[config.mk]
export PLATFORM = sky130hd
export DESIGN_NAME = mmio_io_periph
export DESIGN_NICKNAME = d
export VERILOG_FILES = /design/src/rtl/mmio_io_periph.sv
export SDC_FILE = /design/constraint.sdc
export NUM_CORES = 1
export LEC_CHECK = 0
export CORE_MARGIN = 3
export CORE_UTILIZATION = 40
export CTS_CLUSTER_SIZE = 30
export DETAILED_ROUTE_END_ITERATION = 10
export HOLD_SLACK_MARGIN = 0.15
export PLACE_DENSITY = 0.73
export SETUP_SLACK_MARGIN = 0.1
export SLEW_MARGIN = 20
export SYNTH_ARGS = -nofsm -noshare
export SYNTH_HDL_FRONTEND = slang
export SYNTH_SLANG_ARGS = --single-unit
[constraint.sdc]
create_clock -name clk -period 3.33 [get_ports clk]
set_clock_uncertainty 0.05 [all_clocks]
set_input_delay 0.4995 -clock clk [delete_from_list [all_inputs] [get_ports clk]]
set_output_delay 0.4995 -clock clk [all_outputs]
set_load 0.02 [all_outputs]
[src/rtl/mmio_io_periph.sv]
// mmio_io_periph
// Purpose : memory-mapped output peripheral decoding a 4-word CPU write window at BASE_ADDR
//           (DISP, LED, DIV, CTRL) and generating the CPU step enable from a programmable
//           prescaler with run/stop and single-step control.
// Ports   : clk, reset (sync, active-high); mem_we/mem_addr/mem_wdata = CPU store bus;
//           disp_o (NUM_DIGITS nibbles), led_o, step_en (1-clk pulse), running_o (run bit),
//           mem_rdata (registered readback, 1-cycle latency).
// Config  : define MMIO_IO_READBACK_EN to build the read mux; otherwise mem_rdata is tied to 0.
// Latency : register writes visible the cycle after the sampling edge; all outputs registered.
// Flow    : no backpressure; a held mem_we simply rewrites the same value each cycle.
//
// Register index is the word offset from BASE_ADDR taken modulo the 16-byte block, so a
// BASE_ADDR that is not 16-byte aligned still maps four distinct registers inside the block
// selected by mem_addr[31:4] (e.g. BASE 0x14: DISP 0x14, LED 0x18, DIV 0x1C, CTRL 0x10).

module mmio_io_periph #(
  parameter logic [31:0]      BASE_ADDR   = 32'h0000_0014,
  parameter int               NUM_DIGITS  = 2,
  parameter int               NUM_LEDS    = 4,
  parameter int               DIV_W       = 20,
  parameter logic [DIV_W-1:0] DEFAULT_DIV = 20'hFFFFF,
  parameter logic             RESET_RUN   = 1'b1
) (
  input  logic                    clk,
  input  logic                    reset,
  input  logic                    mem_we,
  input  logic [31:0]             mem_addr,
  input  logic [31:0]             mem_wdata,
  output logic [4*NUM_DIGITS-1:0] disp_o,
  output logic [NUM_LEDS-1:0]     led_o,
  output logic                    step_en,
  output logic                    running_o,
  output logic [31:0]             mem_rdata
);

  localparam int DW = 4*NUM_DIGITS;

  // ---------------------------------------------------------------- decode
  logic       in_win;
  logic       hit;
  logic [1:0] idx;
  logic       hit_disp, hit_led, hit_div, hit_ctrl;

  assign in_win   = (mem_addr[31:4] == BASE_ADDR[31:4]);
  assign hit      = mem_we && in_win && (mem_addr[1:0] == 2'b00);
  assign idx      = mem_addr[3:2] - BASE_ADDR[3:2];
  assign hit_disp = hit && (idx == 2'd0);
  assign hit_led  = hit && (idx == 2'd1);
  assign hit_div  = hit && (idx == 2'd2);
  assign hit_ctrl = hit && (idx == 2'd3);

  // ---------------------------------------------------------------- state
  logic [DIV_W-1:0] div;
  logic [DIV_W-1:0] cnt;
  logic [DIV_W-1:0] cnt_nxt;
  logic             prev_hit;   // CTRL was hit last cycle
  logic             tick;       // prescaler terminal count this cycle
  logic             step_req;   // accepted single-step request

  // Only the first cycle of a contiguous CTRL hit run may request a step.
  assign step_req = hit_ctrl && mem_wdata[1] && !prev_hit;

  // Priority: DIV write reload (suppresses the pulse), then run 0->1 reload,
  // then normal counting while running.
  always_comb begin
    cnt_nxt = cnt;
    tick    = 1'b0;
    if (hit_div) begin
      cnt_nxt = mem_wdata[DIV_W-1:0];
    end else if (hit_ctrl && mem_wdata[0] && !running_o) begin
      cnt_nxt = div;
    end else if (running_o) begin
      if (cnt == '0) begin
        tick    = 1'b1;
        cnt_nxt = div;
      end else begin
        cnt_nxt = cnt - DIV_W'(1);
      end
    end
  end

  always_ff @(posedge clk) begin
    if (reset) begin
      disp_o    <= '0;
      led_o     <= '0;
      div       <= DEFAULT_DIV;
      cnt       <= DEFAULT_DIV;
      running_o <= RESET_RUN;
      prev_hit  <= 1'b0;
      step_en   <= 1'b0;
    end else begin
      if (hit_disp) disp_o    <= mem_wdata[DW-1:0];
      if (hit_led)  led_o     <= mem_wdata[NUM_LEDS-1:0];
      if (hit_div)  div       <= mem_wdata[DIV_W-1:0];
      if (hit_ctrl) running_o <= mem_wdata[0];
      cnt      <= cnt_nxt;
      prev_hit <= hit_ctrl;
      // Prescaler and single-step pulses merge into one pulse when coincident.
      step_en  <= tick || step_req;
    end
  end

  // ---------------------------------------------------------------- readback
`ifdef MMIO_IO_READBACK_EN
  logic [31:0] rd_mux;

  always_comb begin
    rd_mux = '0;
    if (in_win && (mem_addr[1:0] == 2'b00)) begin
      case (idx)
        2'd0:    rd_mux[DW-1:0]       = disp_o;
        2'd1:    rd_mux[NUM_LEDS-1:0] = led_o;
        2'd2:    rd_mux[DIV_W-1:0]    = div;
        default: rd_mux[0]            = running_o;
      endcase
    end
  end

  always_ff @(posedge clk) begin
    if (reset) mem_rdata <= '0;
    else       mem_rdata <= rd_mux;
  end
`else
  assign mem_rdata = 32'h0;
`endif

  // Upper write-data bits beyond the widest register field are don't-care.
  logic unused_wdata;
  assign unused_wdata = ^mem_wdata;

endmodule

# == Yosys cells after proc, flatten, opt, wreduce, memory -nomap -nowiden ==
# Cells that the tools add are included.
# classes
n_addsub,2
eq_ne,4
muxes,8
n_reduce_logical,17
# op_table
op,count
two-way mux 20 bit,4
"equality test 28 x 1 -> 1 bit, second input constant",1
zero test 20 bit,1
"subtractor 20 x 1 -> 20 bit, second input constant",1
logical AND 1 bit,10
"equality test 2 bit, second input constant",2
zero test 2 bit,2
two-way mux 1 bit,4
nonzero test 3 bit,1
"equality test 2 x 1 -> 1 bit, second input constant",1
zero test 1 bit,2
"subtractor 2 x 1 -> 2 bit, second input constant",1
logical OR 1 bit,1
# totals
reg_bits,55
input_bits,67
output_inout_bits,46
word_cells,38

# == Logic depth before layout (Yosys ltp) ==
# depth
word_depth,9
mapped_depth,9

# == Least setup slack after synthesis ==
# Ideal clock, no wire load.
# synth_path
path_kind,input port to flip-flop
start,input port mem_addr[1]
end,register cnt[5]
setup_time_ns,0.129
arrival_time_ns,2.241
required_time_ns,3.151
setup_slack_ns,0.910
stages,7
n_path_buf,2
cell_sequence,nor4b_1 > and4_1 > clkbuf_1 > a31oi_1 > nor3_1 > buf_2 > a211oi_1
# synth_via
elab_chain_len,7
word_cells_on_any_way,9
cone_classes,mux: 2; reduce/logical: 7
# synth_lines
item,line_no,text
from (decl),27,"input logic [31:0] mem_addr,"
zero test 2 bit (*),45,assign hit = mem_we && in_win && (mem_addr[1:0] == 2'b00);
logical AND 1 bit (*),45,
logical AND 1 bit,50,assign hit_ctrl = hit && (idx == 2'd3);
logical AND 1 bit (2 in a row),70,end else if (hit_ctrl && mem_wdata[0] && !running_o) begin
two-way mux 20 bit,70,
two-way mux 20 bit,68,if (hit_div) begin
to (signal assigned),96,cnt <= cnt_nxt;
to (decl),54,logic [DIV_W-1:0] cnt;
# Every way passes the cells marked *; elsewhere a longest branch is shown, timed or not.
# A chain may end at the register's enable or synchronous reset.

# == Final worst setup path ==
# layout_path
start,input port mem_addr[1]
end,register cnt[10]
# Same word-level chain as after synthesis.

==> impl_metrics.csv <==
group,metric,value,unit
synth,yosysUniqueCellTypes,44,
sta,worst_hold_slack,0.4013,ns
grt,initial_antenna_violation_count,0,
sta,worst_slew_margin_rel,0.3664,
die,floorplan.core_area,7486,sq um
power,p_per_area,316.8,nW/um^2
worst_hold_path,holdPathStages,2,
clocking,clock-root-buffer,"sky130_fd_sc_hd__clkbuf_8",
sta,period_minus_slack,2.771,ns
grt,global_route.usage.met3,0.04183,
placement,globalplace.congestion,0.8232,
worst_hold_path,hold_critical_path_endpoint,"div[0]$_SDFFE_PP1P_",
worst_setup_path,critPathMaxStageDelay,0.73,ns
power,net_switching_power,308.0,uW
clocking,htree_num_levels,2,
clocking,holdBufCountCts,0,
clocking,cts_tree,"yes",
grt,gr-total-overflow,0,
drt,dr.pass1.iters,4,
sta,worst_pin_slew,0.9431,ns
drt,routedWlPerCell,14.18,microns
worst_setup_path,worst_ep_required_time,3.49,ns
grt,grt_pass1_wl,13020,microns
synth,ys_warn_count,0,
run,count_of_maximum_capacitance_violations,0,
synth,synth.avg_cell_area,8.259,sq um
sta,peak_freq,360.9,MHz
clocking,insertion_delay,0.32,ns
worst_setup_path,critical_path.top_delay_family,"simple AND/OR/NAND/NOR gates",
sta,setup_tns,0,ns
finish,drive_above_1_share,0.06874,
grt,grt.total_usage,0.1801,
power,power.static_leakage,0.001474,uW
worst_setup_path,worstPathBufferInverterCount,2,
placement,detailed_place_hpwl,5601,microns
grt,grt_start_max_net_pins,39,
worst_setup_path,timing.critical_path.to_type,"flip-flop",
finish,area.growth.synth_to_final,25.16,%
clocking,worst_setup_hold_path_clk_slew,0.10,ns
power,power_switching_share,0.2436,
worst_setup_path,regToRegSetupSlack,0.65,ns
grt,grt_util_met1,0.2365,
worst_setup_path,worst_r2r_path_depth,6,
worst_setup_path,critical_path.slowest_cell,"sky130_fd_sc_hd__nor3_1",
die,die_x,95.28,microns
drt,final_antenna_net_count,0,
worst_setup_path,startpoint_class_of_the_critical_path,"primary input",
clocking,cts-resized-gates,0,
die,die_y,95.28,microns
grt,grt_pass1_vias,2709,
synth,synthesis.instances,386,
worst_setup_path,data_arrival_time_of_the_worst_path,2.93,ns
drt,first_iter_violations,134,
worst_setup_path,peak_fanout_along_the_critical_path,11,
die,fp.dieArea,9077,sq um
finish,number_of_antenna_repair_diodes,0,
clocking,post_cts.repair.setup_buffers,0,
power,vdd_ir_drop_max,0.0002453,V
synth,ffs_w_async_s_r_synth,0,
grt,groute.layer.met2.usage,0.2997,
finish,final_layout_net_count,519,
synth,ys.flop_type,"sky130_fd_sc_hd__dfxtp_1",
worst_setup_path,crit_chain,"clkdlybuf4s50_1, nor4b_1, and4_1, a31oi_1, nor3_1, buf_4, a211oi_1",
clocking,cts_num_sinks,55,
power,power.internal,956.2,uW
synth,mappedNetlistArea,3188,sq um
drt,drt-total-wl,7798,microns
worst_setup_path,regToRegEndpoint,"cnt[0]$_SDFFE_PP1P_",
drt,drt-vias-per-instance,5.169,
sta,final-setup-viol-count,0,
sta,period_share,0.8321,
clocking,tritoncts.num_buffers,5,
drt,drc,0,
worst_setup_path,timing.setup.critical_path_class,"primary input to flip-flop",
run_status,run_status,"finished, final reports clean",
die,floorplan.io_pins,113,
sta,finalMaxSlewViolations,0,
power,p_clk_frac,0.358,
power,comb_power_share,0.117,
sta,grt_setup_unrepaired,"false",
die,placement_rows,31,
grt,grt_most_used_layer,"met2",
worst_setup_path,rr_startpoint,"cnt[12]$_SDFFE_PP1P_",
worst_hold_path,worst_hold_path_type,"flip-flop to flip-flop",
synth,synth.ff_latch_count,55,
power,seq_power_share,0.525,
finish,layout.filler_cells,686,
sta,hold_violations_final,0,
placement,buffer_ports.inserted,68,
clocking,cts_buffer_depth,2,
die,initial_core_util,0.4259,
drt,route.vias.total,2843,
worst_hold_path,hold_path.startpoint,"div[0]$_SDFFE_PP1P_",
synth,synth-edff-count,0,
power,totalPowerFinal,1264,uW
synth,synth-seq-area-share,0.3454,
==> layout make-up <==
class	instances	area (sq um)	share of cell area
repair buffers	80	778.2	0.1950
multi-input cells	303	1856	0.4650
flip-flops and latches	55	1101	0.2759
inverters	5	18.77	0.004704
well taps	99	123.9	0.03104
clock inverters	3	43.79	0.01098
clock buffers	5	68.82	0.01725
==> cell usage in the layout, fill, tap and decap left out, types with 3 or more instances in the layout <==
cell type                         netlist  final
sky130_fd_sc_hd__a211oi_1              10     10
sky130_fd_sc_hd__a21oi_1                5      5
sky130_fd_sc_hd__a2bb2oi_1              8      8
sky130_fd_sc_hd__a31oi_1                3      3
sky130_fd_sc_hd__and2_1                 3      3
sky130_fd_sc_hd__and4_1                 3      3
sky130_fd_sc_hd__buf_4                 32     11
sky130_fd_sc_hd__clkbuf_8               0      5
sky130_fd_sc_hd__clkdlybuf4s50_1        0     67
sky130_fd_sc_hd__conb_1                 1     32
sky130_fd_sc_hd__dfxtp_1               55     55
sky130_fd_sc_hd__inv_1                  5      5
sky130_fd_sc_hd__mux2i_1               27     27
sky130_fd_sc_hd__nand2_1               43     43
sky130_fd_sc_hd__nand2b_1               5      5
sky130_fd_sc_hd__nand3_1                8      8
sky130_fd_sc_hd__nand3b_1              20     20
sky130_fd_sc_hd__nand4_1                4      4
sky130_fd_sc_hd__nor2_1                44     44
sky130_fd_sc_hd__nor3_1                25     25
sky130_fd_sc_hd__nor4_1                18     16
sky130_fd_sc_hd__nor4_2                 1      3
sky130_fd_sc_hd__nor4b_1                4      4
sky130_fd_sc_hd__o31ai_1                3      3
sky130_fd_sc_hd__or3_1                  3      3
sky130_fd_sc_hd__xnor2_1                8      8
sky130_fd_sc_hd__xor2_1                 6      6
==> registers in the layout, summed over array words and instances, names as in the netlist <==
register	count
disp_o	8
led_o	4
running_o	1
cnt	20
prev_hit	1
step_en	1
div	20
==> power by group through the flow <==
stage | registers (uW) | clock network [uW] | logic (uW)
2_1_floorplan | 678 | 0 | 96.1
3_3_place_gp | 679 | 0 | 144
3_5_place_dp | 679 | 0 | 146
4_1_cts | 663 | 459 | 147
5_1_grt | 664 | 487 | 161
6_report | 663 | 453 | 148
==> worst min-delay path: cells and delay by family, from the launching register on <==
family | cells | cell delay, ns
and+or+nand+nor | 2 | 0.09
DFF | 1 | 0.32
==> synthesized netlist by cell type (6+ instances only) <==
library cell	count	area share
sky130_fd_sc_hd__a211oi_1	10	0.024
sky130_fd_sc_hd__a2bb2oi_1	8	0.022
sky130_fd_sc_hd__buf_4	32	0.075
sky130_fd_sc_hd__clkbuf_1	18	0.021
sky130_fd_sc_hd__dfxtp_1	55	0.35
sky130_fd_sc_hd__mux2i_1	27	0.085
sky130_fd_sc_hd__nand2_1	43	0.051
sky130_fd_sc_hd__nand3_1	8	0.013
sky130_fd_sc_hd__nand3b_1	20	0.047
sky130_fd_sc_hd__nor2_1	44	0.052
sky130_fd_sc_hd__nor3_1	25	0.039
sky130_fd_sc_hd__nor4_1	18	0.035
sky130_fd_sc_hd__xnor2_1	8	0.022
sky130_fd_sc_hd__xor2_1	6	0.016
==> metrics by stage <==
| stage | setup slack [ns] | cell area [sq um] | std cells | utilization |
|---|---|---|---|---|
| 6_report | 0.5590 | 3990 | 550 | 0.5330 |
| 3_3_place_gp | 0.2600 | 3877 | 542 | 0.5180 |
| 2_1_floorplan | 0.9099 | 3304 | 417 | - |
| 5_1_grt | 0.3966 | 3990 | 550 | 0.5330 |
| 4_1_cts | 0.5767 | 3990 | 550 | 0.5330 |
| 3_5_place_dp | 0.2340 | 3877 | 542 | 0.5180 |
==> logic make-up (layout without fill, tap and decap cells) <==
kind of cell	count (synthesis)	after routing	synth area share
AO/OA/AOI/OAI	38	38	0.08948
XOR/XNOR	14	14	0.03846
other	1	32	0.001176
buffers and inverters	59	93	0.1130
AND/OR/NAND/NOR	190	190	0.3199
multiplexers	27	27	0.08477
adder cells (fa/ha/maj)	2	2	0.007848
flip-flops	55	55	0.3454
==> how the worst max path moves through the flow <==
stage	start	to	slack, ns	depth (start not counted)
2_1_floorplan	mem_addr[1]	cnt[5]$_SDFFE_PP1P_	0.91	7
3_3_place_gp	mem_addr[4]	cnt[18]$_SDFFE_PP1P_	0.26	7
3_5_place_dp	mem_addr[1]	cnt[10]$_SDFFE_PP1P_	0.23	7
4_1_cts	mem_addr[1]	cnt[10]$_SDFFE_PP1P_	0.58	7
5_1_grt	mem_addr[1]	cnt[18]$_SDFFE_PP1P_	0.40	7
6_report	mem_addr[1]	cnt[10]$_SDFFE_PP1P_	0.56	7
==> per-layer routing <==
metal / routed length, microns / vias to the layer above
met4: 68 / 0
li1: - / 1431
met3: 363 / 7
met2: 3759 / 61
met5: 0 / -
met1: 3606 / 1344
(Power assumes the default switching activity.)
